$ cat src/rtl/i2c_pkg.sv
// Shared I2C definitions for the slave receive path and the transmit controller.
package i2c_pkg;

    typedef enum logic [2:0] {
        ST_IDLE     = 3'd0,
        ST_ADDR     = 3'd1,
        ST_ADDR_ACK = 3'd2,
        ST_DATA     = 3'd3,
        ST_DATA_ACK = 3'd4,
        ST_IGNORE   = 3'd5
    } i2c_rx_state_t;

    localparam logic [6:0] I2C_DEFAULT_SLAVE_ADDR = 7'h50;
    localparam logic       I2C_ACK                = 1'b0;
    localparam logic       I2C_NACK               = 1'b1;
    localparam int         I2C_DATA_W             = 8;

endpackage

$ cat src/rtl/i2c_slave_rx_if.sv
// Valid/ready byte stream from the I2C slave receiver to its local consumer.
interface i2c_slave_rx_if;
    import i2c_pkg::*;

    logic [I2C_DATA_W-1:0] rx_data;
    logic                  rx_valid;
    logic                  rx_ready;

    modport master (output rx_data, output rx_valid, input rx_ready);
    modport slave  (input rx_data, input rx_valid, output rx_ready);
endinterface

$ cat src/rtl/i2c_line_sync.sv
// Synchronises raw SCL/SDA and produces registered START/STOP and SCL edge strobes.
module i2c_line_sync (
    input  logic clk,
    input  logic rst,
    input  logic scl_in,
    input  logic sda_in,
    output logic sda,
    output logic start_stb,
    output logic stop_stb,
    output logic scl_rise,
    output logic scl_fall
);
    logic [1:0] scl_sync_reg;
    logic [1:0] sda_sync_reg;
    logic       scl_prev_reg;
    logic       sda_prev_reg;
    logic       start_reg;
    logic       stop_reg;
    logic       rise_reg;
    logic       fall_reg;

    // Line history resets to the idle-bus level so release of reset creates no false edges.
    always_ff @(posedge clk) begin
        if (rst) begin
            scl_sync_reg <= 2'b11;
            sda_sync_reg <= 2'b11;
            scl_prev_reg <= 1'b1;
            sda_prev_reg <= 1'b1;
            start_reg    <= 1'b0;
            stop_reg     <= 1'b0;
            rise_reg     <= 1'b0;
            fall_reg     <= 1'b0;
        end else begin
            scl_sync_reg <= {scl_sync_reg[0], scl_in};
            sda_sync_reg <= {sda_sync_reg[0], sda_in};
            scl_prev_reg <= scl_sync_reg[1];
            sda_prev_reg <= sda_sync_reg[1];
            rise_reg     <= scl_sync_reg[1] & ~scl_prev_reg;
            fall_reg     <= ~scl_sync_reg[1] & scl_prev_reg;
            start_reg    <= scl_sync_reg[1] & scl_prev_reg & ~sda_sync_reg[1] & sda_prev_reg;
            stop_reg     <= scl_sync_reg[1] & scl_prev_reg & sda_sync_reg[1] & ~sda_prev_reg;
        end
    end

    // sda_prev_reg holds the SDA level that the current strobes were computed from.
    assign sda       = sda_prev_reg;
    assign start_stb = start_reg;
    assign stop_stb  = stop_reg;
    assign scl_rise  = rise_reg;
    assign scl_fall  = fall_reg;
endmodule

$ cat src/rtl/i2c_slave_rx.sv
// I2C write-only slave: address match, ACK generation and a two-slot ping-pong receive buffer.
module i2c_slave_rx
    import i2c_pkg::*;
#(
    parameter logic [6:0] SLAVE_ADDR = I2C_DEFAULT_SLAVE_ADDR,
    parameter int         MAX_BYTES  = 16
) (
    input  logic                  clk,
    input  logic                  rst,
    input  logic                  scl_in,
    input  logic                  sda_in,
    output logic                  sda_oe,
    i2c_slave_rx_if.master        rx,
    output logic                  addr_match,
    output logic                  overrun,
    output logic                  stop_seen,
    output logic [5:0]            byte_cnt,
    output logic                  busy
);
    logic sda, start_stb, stop_stb, scl_rise, scl_fall;

    i2c_line_sync u_sync (
        .clk       (clk),
        .rst       (rst),
        .scl_in    (scl_in),
        .sda_in    (sda_in),
        .sda       (sda),
        .start_stb (start_stb),
        .stop_stb  (stop_stb),
        .scl_rise  (scl_rise),
        .scl_fall  (scl_fall)
    );

    i2c_rx_state_t state_reg;
    logic [2:0]    bit_cnt_reg;
    logic [7:0]    shift_reg;
    logic [5:0]    byte_cnt_reg;
    logic          ack_phase_reg, sda_oe_reg, addr_match_reg, overrun_reg, stop_seen_reg;
    logic          wp_reg, rp_reg;
    logic [1:0]    full_vec;
    logic [7:0]    slot_data [2];

    logic [7:0] shift_next;
    logic       byte_done, cap_ok, slot_free, wr_en, pop;

    assign shift_next = {shift_reg[6:0], sda};
    assign byte_done  = (state_reg == ST_DATA) && scl_rise && (bit_cnt_reg == 3'd7);
    assign cap_ok     = 32'(byte_cnt_reg) < 32'(MAX_BYTES);
    assign pop        = full_vec[rp_reg] & rx.rx_ready;
    // A slot being popped this cycle can be rewritten in the same cycle.
    assign slot_free  = ~full_vec[wp_reg] | (pop & (rp_reg == wp_reg));
    assign wr_en      = byte_done & cap_ok & slot_free;

    for (genvar gi = 0; gi < 2; gi++) begin : gen_slot
        logic [7:0] data_reg;
        logic       full_reg;

        always_ff @(posedge clk) begin
            if (rst) begin
                data_reg <= 8'h00;
                full_reg <= 1'b0;
            end else if (wr_en && (wp_reg == 1'(gi))) begin
                data_reg <= shift_next;
                full_reg <= 1'b1;
            end else if (pop && (rp_reg == 1'(gi))) begin
                full_reg <= 1'b0;
            end
        end

        assign slot_data[gi] = data_reg;
        assign full_vec[gi]  = full_reg;
    end

    always_ff @(posedge clk) begin
        if (rst) begin
            wp_reg <= 1'b0;
            rp_reg <= 1'b0;
        end else begin
            if (wr_en) wp_reg <= ~wp_reg;
            if (pop)   rp_reg <= ~rp_reg;
        end
    end

    always_ff @(posedge clk) begin
        stop_seen_reg <= 1'b0;
        if (rst) begin
            state_reg      <= ST_IDLE;
            bit_cnt_reg    <= 3'd0;
            shift_reg      <= 8'h00;
            byte_cnt_reg   <= 6'd0;
            ack_phase_reg  <= 1'b0;
            sda_oe_reg     <= 1'b0;
            addr_match_reg <= 1'b0;
            overrun_reg    <= 1'b0;
        end else if (start_stb) begin
            state_reg      <= ST_ADDR;
            bit_cnt_reg    <= 3'd0;
            byte_cnt_reg   <= 6'd0;
            ack_phase_reg  <= 1'b0;
            sda_oe_reg     <= 1'b0;
            addr_match_reg <= 1'b0;
            overrun_reg    <= 1'b0;
        end else if (stop_stb) begin
            state_reg      <= ST_IDLE;
            bit_cnt_reg    <= 3'd0;
            ack_phase_reg  <= 1'b0;
            sda_oe_reg     <= 1'b0;
            addr_match_reg <= 1'b0;
            stop_seen_reg  <= 1'b1;
        end else begin
            case (state_reg)
                ST_ADDR: if (scl_rise) begin
                    shift_reg   <= shift_next;
                    bit_cnt_reg <= bit_cnt_reg + 3'd1;
                    if (bit_cnt_reg == 3'd7)
                        state_reg <= (shift_next[7:1] == SLAVE_ADDR && !shift_next[0])
                                     ? ST_ADDR_ACK : ST_IGNORE;
                end
                // ACK is held from the fall ending bit 8 to the fall ending the ninth clock.
                ST_ADDR_ACK, ST_DATA_ACK: if (scl_fall) begin
                    if (!ack_phase_reg) begin
                        sda_oe_reg    <= 1'b1;
                        ack_phase_reg <= 1'b1;
                        if (state_reg == ST_ADDR_ACK) addr_match_reg <= 1'b1;
                    end else begin
                        sda_oe_reg    <= 1'b0;
                        ack_phase_reg <= 1'b0;
                        state_reg     <= ST_DATA;
                    end
                end
                ST_DATA: if (scl_rise) begin
                    shift_reg   <= shift_next;
                    bit_cnt_reg <= bit_cnt_reg + 3'd1;
                    if (bit_cnt_reg == 3'd7) begin
                        if (wr_en) begin
                            state_reg <= ST_DATA_ACK;
                            if (byte_cnt_reg != 6'd63) byte_cnt_reg <= byte_cnt_reg + 6'd1;
                        end else begin
                            state_reg <= ST_IGNORE;
                            if (cap_ok) overrun_reg <= 1'b1;
                        end
                    end
                end
                default: ;
            endcase
        end
    end

    assign rx.rx_valid = full_vec[rp_reg];
    assign rx.rx_data  = slot_data[rp_reg];
    assign sda_oe      = sda_oe_reg;
    assign addr_match  = addr_match_reg;
    assign overrun     = overrun_reg;
    assign stop_seen   = stop_seen_reg;
    assign byte_cnt    = byte_cnt_reg;
    assign busy        = (state_reg != ST_IDLE);
endmodule

$ cat src/flat_wrapper.sv
// flat-port wrapper written by rule: the top's interface ports become plain ports
module i2c_slave_rx_flat import i2c_pkg::*;
#(
    parameter logic [6:0] SLAVE_ADDR = I2C_DEFAULT_SLAVE_ADDR,
    parameter int         MAX_BYTES  = 16
)
  (clk, rst, scl_in, sda_in, sda_oe, addr_match, overrun, stop_seen, byte_cnt, busy, rx_rx_data, rx_rx_valid, rx_rx_ready);
  i2c_slave_rx_if rx_i ();
  input  logic clk;
  input  logic rst;
  input  logic scl_in;
  input  logic sda_in;
  output logic sda_oe;
  output logic addr_match;
  output logic overrun;
  output logic stop_seen;
  output logic [5:0] byte_cnt;
  output logic busy;
  output wire logic [$bits(rx_i.rx_data)-1:0] rx_rx_data;
  output wire logic [$bits(rx_i.rx_valid)-1:0] rx_rx_valid;
  input wire logic [$bits(rx_i.rx_ready)-1:0] rx_rx_ready;
  assign rx_rx_data = rx_i.rx_data;
  assign rx_rx_valid = rx_i.rx_valid;
  assign rx_i.rx_ready = rx_rx_ready;
  i2c_slave_rx #(.SLAVE_ADDR(SLAVE_ADDR), .MAX_BYTES(MAX_BYTES)) u_core (.clk(clk), .rst(rst), .scl_in(scl_in), .sda_in(sda_in), .sda_oe(sda_oe), .rx(rx_i), .addr_match(addr_match), .overrun(overrun), .stop_seen(stop_seen), .byte_cnt(byte_cnt), .busy(busy));
endmodule
$ cat config.mk
export PLATFORM = sky130hd
export DESIGN_NAME = i2c_slave_rx_flat
export DESIGN_NICKNAME = d
export VERILOG_FILES = /design/src/rtl/i2c_pkg.sv /design/src/rtl/i2c_slave_rx_if.sv /design/src/rtl/i2c_line_sync.sv /design/src/rtl/i2c_slave_rx.sv /design/src/flat_wrapper.sv
export SDC_FILE = /design/constraint.sdc
export NUM_CORES = 1
export LEC_CHECK = 0
export ABC_AREA = 1
export CAP_MARGIN = 20
export CELL_PAD_IN_SITES_DETAIL_PLACEMENT = 1
export CELL_PAD_IN_SITES_GLOBAL_PLACEMENT = 2
export CORE_AREA = 2 2 103 85
export DETAILED_ROUTE_END_ITERATION = 16
export DIE_AREA = 0 0 105 87
export MAX_ROUTING_LAYER = met4
export PLACE_DENSITY = 0.67
export SYNTH_ARGS = -nofsm -noshare
export SYNTH_HDL_FRONTEND = slang
export SYNTH_SLANG_ARGS = --single-unit
$ cat constraint.sdc
create_clock -name clk -period 1.5 [get_ports clk]
set_input_delay 0.3 -clock clk [delete_from_list [all_inputs] [get_ports clk]]
set_output_delay 0.3 -clock clk [all_outputs]
set_load 0.005 [all_outputs]
==> impl_metrics.csv, run 1 <==
group,metric,value,unit
status,status,"finished, violations left",
status,violations,"negative setup slack",
clocking,hold_buffers,0,
synth,synth_cells,295,
placed_design,hpwlAfterDp,4330,µm
clocking,clk_path_buf_depth,2,
layout,layout_commonest_cell,"nand2_1",
synth,seq_area_frac_synth,48.3,%
floorplanning,core,8180,µm²
synth,netlist_top_cells_area,"dfxtp_1 (48%), nand2_1 (11%), nor2_1 (11%)",
global_routing,gr-total-overflow,0,
routing,drc,0,
timing,fmax,654,MHz
timing,setup_ws,-0.0281,ns
synth,synth_top_area_share,48.3,%
setup_path,worstRegToRegCells,9,
global_routing,grt_max_degree,26,
global_routing,grt_usage,14.6,%
setup_path,rrSetupSlack,-0.03,ns
layout,nNetsFinal,367,
min_path,hold_path_class,"reg2reg",
clocking,cts_tree,"done",
floorplanning,initial_utilization,26.9,%
timing,tightest_slew,0.318,ns
timing,slew_violations,0,
power_and_ir_drop,p_int,1.96,mW
floorplanning,dieArea,9140,µm²
placed_design,io_buffers,24,
global_routing,met3_usage,2.84,%
synth,yosysWarningCount,0,
power_and_ir_drop,switching_share,28.0,%
timing,hold_viol_final,0,
clocking,cts_sinks,53,
setup_path,startpoint_type,"register",
setup_path,worst-setup-path-type,"reg2reg",
setup_path,slowest_delay,0.37,ns
power_and_ir_drop,seqPwrFrac,54.5,%
synth,synth_area_leader_cell,"dfxtp_1",
layout,n_fill_cell,1053,
synth,yosysUniqueCellTypes,28,
layout,largest_register_ffs,16,
routing,dr.pass1.iters,4,
routing,wire_per_inst,12.7,µm
power_and_ir_drop,netSwitchingPower,0.762,mW
floorplanning,rows,30,
routing,num_vias,2053,
setup_path,r2r_end,"u_core.gen_slot[0].data_reg[4]",
placed_design,post-place-ws,-0.149,ns
clocking,cts_buffers,5,
placed_design,gp_congestion,0.732,
routing,wirelength,6010,µm
min_path,hold_end,"u_core.u_sync.scl_sync_reg[1]",
global_routing,met1_usage,20.0,%
timing,fin_setup_tns,-0.105,ns
setup_path,cp_cell_sequence,"ha_4 > ha_4 > nand2_4 > nor2_4 > nand2_4 > nor2_4 > clkinv_4 > nor2_1 > nor2_1",
layout,antenna_cells,0,
setup_path,cp.required,1.71,ns
routing,via_per_inst,4.35,
floorplanning,fp.dieW,105,µm
power_and_ir_drop,leakagePower,1.47,nW
global_routing,grt_pass1_vias,2089,
power_and_ir_drop,powerDensity,884,nW/µm²
power_and_ir_drop,peakVddDrop,438,µV
global_routing,grt_pass1_wl,10300,µm
synth,synth_fp_nets,303,
timing,finalSetupViolCount,6,
timing,fin_crit,1.53,ns
job,max_cap_viol_count,0,
global_routing,grt_antenna_before_repair,0,
floorplanning,num_io_pins,25,
clocking,htree_levels,2,
setup_path,cp-end-kind,"register",
clocking,path_clk_slew,0.10,ns
setup_path,r2r-start,"u_core.bit_cnt_reg[1]",
layout,layout_common_cells,"nand2_1 (59), nor2_1 (54), dfxtp_1 (39)",
clocking,insertion_delay,0.31,ns
synth,syn_area_per_cell,7.45,µm²
layout,synthToLayoutAreaGrowth,39.9,%
timing,min_period_over_period,102,%
min_path,min_from,"u_core.u_sync.scl_sync_reg[0]",
timing,skew,0.00610,ns
floorplanning,die_h,87,µm
setup_path,crit_slowest_cell,"dfxtp_2",
setup_path,worstPathArrival,1.74,ns
setup_path,path_max_fanout,6,
min_path,holdPathStages,1,
power_and_ir_drop,clkPwrFrac,30.3,%
clocking,root_buffer,"clkbuf_8",
synth,ys_ff_latch,53,
power_and_ir_drop,combinationalPowerShare,15.2,%
synth,syn-cell-area,2200,µm²
timing,slew_headroom,78.6,%
routing,drt-initial-drc-count,45,
layout,drive_above_1_share,31.4,%
global_routing,met2_usage,21.9,%
timing,rsz0062_at_grt,"yes",
global_routing,busiest_layer,"met2",
routing,ant_nets,0,
## worst max path at each step
stage	end	cells after the start	slack (ns)	from
6_report	u_core.gen_slot[0].data_reg[4]	9	-0.03	u_core.bit_cnt_reg[1]
2_1_floorplan	u_core.gen_slot[0].data_reg[0]	9	0.08	u_core.bit_cnt_reg[0]
3_3_place_gp	u_core.state_reg[1]	6	-0.17	rst
3_5_place_dp	u_core.state_reg[1]	6	-0.15	rst
4_1_cts	rx_rx_data[4]	4	-0.25	u_core.rp_reg
5_1_grt	u_core.gen_slot[0].data_reg[4]	10	-0.16	u_core.rp_reg
## cells in the mapped netlist
master,count
clkbuf_1,4
ha_1,3
inv_1,16
nand4_1,1
nand2_4,2
xor2_1,3
inv_4,3
nor3b_1,1
o21a_1,1
a21oi_2,1
or2_2,4
nand3b_1,1
nand3_2,1
dfxtp_1,53
o21ai_0,24
nand2_1,65
nand2_2,3
nand3_1,14
inv_2,4
buf_4,1
xnor2_1,1
nor3_1,3
nor2_1,62
nor2_8,1
nor2_2,2
nor2_4,2
a21oi_1,17
nor4_1,2
## per-layer routing
| metal | routed length (µm) | part of all wire (%) |
|---|---|---|
| met1 | 3220 | 54 |
| met2 | 2610 | 43 |
| met3 | 123 | 2.0 |
| met4 | 48 | 0.80 |
| met5 | 0 | 0 |
## cells by family (layout without fill, tap and decap cells)
kind of cell    count (synthesis)  in the layout  synth area share, %
compound gates                 43             43                 10.1
xor+xnor                        4              4                 1.59
fa+ha+maj                       3              3                 1.71
buf+inv                        28             92                 5.29
flops                          53             53                 48.3
simple gates                  164            165                 33.1
## power by group through the flow
stage          registers (mW)  clock network (mW)  logic [mW]
2_1_floorplan            1.50                   0       0.208
3_3_place_gp             1.50                   0       0.398
3_5_place_dp             1.50                   0       0.397
4_1_cts                  1.47               0.867       0.400
5_1_grt                  1.49               0.914       0.488
6_report                 1.48               0.824       0.413
## per-stage QoR
stage / utilization [%] / hold WS (ns) / power (mW) / instance area [µm²] / instances
6_report: 37.6 / 0.421 / 2.72 / 3080 / 472
3_3_place_gp: 34.0 / 0.393 / 1.90 / 2780 / 453
4_1_cts: 36.1 / 0.427 / 2.74 / 2950 / 469
2_1_floorplan: - / 0.389 / 1.71 / 2200 / 295
5_1_grt: 37.6 / 0.456 / 2.89 / 3080 / 472
3_5_place_dp: 34.0 / 0.401 / 1.90 / 2780 / 453
## critical path: cells and delay by family (launching register included)
kind	cells	cell delay [ns]
simple gates	6	0.66
flops	1	0.37
fa+ha+maj	2	0.28
buf+inv	1	0.13
## layout make-up
class,instances,area [µm²],share of cell area [%]
clock buffer,5,68.8,2.24
clock inverter,3,17.5,0.570
inverter,23,106,3.46
multi-input combinational,215,1140,37.0
sequential,53,1090,35.3
tap,112,140,4.56
timing repair buffer,60,512,16.6
timing repair inverter,1,6.26,0.203
## timing repair
item	CTS	global route
cloned	2	1
pin swaps	3	6
endpoints found under the setup margin	42	43
gates resized for setup	46	43
setup buffers	6	4
(Power assumes the default switching activity.)
==> run 2, diff against run 1 <==
--- a/config.mk
+++ b/config.mk
@@ -9,11 +9,11 @@
 export CAP_MARGIN = 20
 export CELL_PAD_IN_SITES_DETAIL_PLACEMENT = 1
 export CELL_PAD_IN_SITES_GLOBAL_PLACEMENT = 2
-export CORE_AREA = 2 2 103 85
+export CORE_AREA = 2 2 93 77
 export DETAILED_ROUTE_END_ITERATION = 16
-export DIE_AREA = 0 0 105 87
+export DIE_AREA = 0 0 95 79
 export MAX_ROUTING_LAYER = met4
-export PLACE_DENSITY = 0.67
+export PLACE_DENSITY = 0.78
 export SYNTH_ARGS = -nofsm -noshare
 export SYNTH_HDL_FRONTEND = slang
 export SYNTH_SLANG_ARGS = --single-unit
==> constraint.sdc (replaced) <==
create_clock -name clk -period 1.9 [get_ports clk]
set_input_delay 0.38 -clock clk [delete_from_list [all_inputs] [get_ports clk]]
set_output_delay 0.38 -clock clk [all_outputs]
set_load 0.005 [all_outputs]
==> run 2 against run 1 <==
Net effect:
- the run now ends clean
- highest routed layer unchanged
- setup slack improved by 0.089 ns
- clock skew fell by 0.0012 ns
- flip-flop and latch count did not move
==> impl_metrics.csv, run 2 (synthesized netlist as in run 1, its figures left out) <==
group,metric,value,unit
setup_path,cp.required,1.52,ns
floorplanning,dieArea,7510,µm²
layout,antenna_cells,0,
routing,num_vias,1908,
global_routing,grt_usage,15.3,%
global_routing,grt_antenna_before_repair,0,
power_and_ir_drop,seqPwrFrac,57.3,%
timing,skew,0.00494,ns
timing,slew_violations,0,
setup_path,startpoint_type,"register",
global_routing,grt_pass1_wl,8780,µm
timing,fin_crit,1.84,ns
routing,via_per_inst,4.59,
clocking,cts_sinks,53,
global_routing,gr-total-overflow,0,
job,max_cap_viol_count,0,
timing,fmax,544,MHz
power_and_ir_drop,peakVddDrop,453,µV
timing,hold_viol_final,0,
min_path,hold_end,"u_core.u_sync.sda_sync_reg[1]",
placed_design,io_buffers,24,
placed_design,placedCellCount,407,
floorplanning,core,6660,µm²
setup_path,worst-setup-path-type,"reg2out",
setup_path,r2r_end,"u_core.gen_slot[0].data_reg[6]",
status,status,"finished clean",
global_routing,grt_max_degree,26,
floorplanning,fp.dieW,95,µm
timing,tightest_slew,0.639,ns
global_routing,grt_pass1_vias,1858,
setup_path,r2r-start,"u_core.bit_cnt_reg[0]",
floorplanning,initial_utilization,33.0,%
routing,ant_nets,0,
routing,wire_per_inst,12.5,µm
layout,largest_register_ffs,16,
floorplanning,die_h,79,µm
power_and_ir_drop,p_int,1.50,mW
routing,wirelength,5180,µm
power_and_ir_drop,clkPwrFrac,30.1,%
power_and_ir_drop,switching_share,25.8,%
setup_path,worstRegToRegCells,9,
power_and_ir_drop,p_total,2.02,mW
clocking,clk_path_buf_depth,2,
clocking,cts_tree,"done",
clocking,path_clk_slew,0.09,ns
power_and_ir_drop,powerDensity,755,nW/µm²
routing,dr.pass1.iters,4,
min_path,hold_path_class,"reg2reg",
timing,slew_headroom,57.4,%
timing,fin_setup_tns,0,ns
power_and_ir_drop,combinationalPowerShare,12.5,%
clocking,htree_levels,2,
layout,synthToLayoutAreaGrowth,21.9,%
timing,whs,0.417,ns
clocking,cts_buffers,5,
layout,nNetsFinal,336,
timing,finalSetupViolCount,0,
power_and_ir_drop,leakagePower,1.25,nW
setup_path,worstPathArrival,1.46,ns
clocking,root_buffer,"clkbuf_8",
power_and_ir_drop,netSwitchingPower,0.522,mW
floorplanning,rows,27,
routing,drt-initial-drc-count,51,
placed_design,gp_congestion,0.722,
setup_path,rrSetupSlack,0.25,ns
min_path,holdPathStages,1,
clocking,insertion_delay,0.29,ns
min_path,min_from,"u_core.u_sync.sda_sync_reg[0]",
layout,drive_above_1_share,11.2,%
timing,min_period_over_period,96.8,%
layout,layout_common_cells,"nand2_1 (64), nor2_1 (62), dfxtp_1 (52)",
floorplanning,num_io_pins,25,
layout,layout_commonest_cell,"nand2_1",
layout,fin_cells,416,
setup_path,cp-end-kind,"output port",
clocking,hold_buffers,0,
placed_design,hpwlAfterDp,3780,µm
timing,rsz0062_at_grt,"no",
setup_path,path_max_fanout,7,
routing,drc,0,
## run 2: changes by cell type in the layout (fill, tap and decap cells not counted), sizes merged
cell           change
dlygate4sd2        -3
buf               -33
clkinvlp           -1
nor2               -1
clkdlybuf4s50     +10
clkinv             -3
## run 2: through the flow
step | setup slack, ns | area, µm² | utilization (%)
after floorplan | 0.485 | 2200 | -
after global placement | 0.0717 | 2570 | 38.6
after detailed placement | 0.0484 | 2570 | 38.6
after CTS | 0.000428 | 2660 | 40.0
after global routing | 0.00326 | 2680 | 40.3
final | 0.0607 | 2680 | 40.3
## run 2: final cells by class
type	count	area, µm²
timing repair buffer	31	304
sequential	53	1060
clock buffer	8	80.1
multi-input combinational	214	1020
tap	87	109
inverter	23	98.8
fill	828	3980
## run 2: layer usage
layer  wire length (µm)  track usage, %  vias up
met5                  0               -        -
met4                 34            3.04        0
met3                135            3.70        2
met2               2280            22.7       19
met1               2740            21.5      890
li1                   -               -      997
## run 2: critical path: stages (launching register included)
cell	delay [ns]
dfxtp_4	0.41
buf_6	0.14
nand2_1	0.05
nand2_1	0.07
clkdlybuf4s50_1	0.49
## run 2: what timing repair did
action | in CTS | in global routing
resized for setup | 3 | 6
endpoints found under the setup margin | 9 | 6
buffers inserted | 1 | 0
pin swaps | 0 | 0
## run 2: power by group through the flow
stage	clock (mW)	combinational [mW]	sequential, mW
floorplan	0	0.164	1.18
global placement	0	0.256	1.19
detailed placement	0	0.255	1.19
CTS	0.646	0.256	1.16
global route	0.688	0.292	1.17
finish	0.610	0.253	1.16
## run 2: how the worst max path moves through the flow
stage                                startpoint                        endpoint  slack [ns]  cells after the start
after floorplan           u_core.bit_cnt_reg[0]  u_core.gen_slot[0].data_reg[0]        0.48                      9
after global placement              rx_rx_ready  u_core.gen_slot[0].data_reg[6]        0.07                      8
after detailed placement            rx_rx_ready  u_core.gen_slot[0].data_reg[6]        0.05                      8
after CTS                         u_core.rp_reg                     rx_rx_valid      0.0004                      4
after global routing              u_core.rp_reg                   rx_rx_data[6]       0.003                      4
final                             u_core.rp_reg                   rx_rx_data[6]        0.06                      4
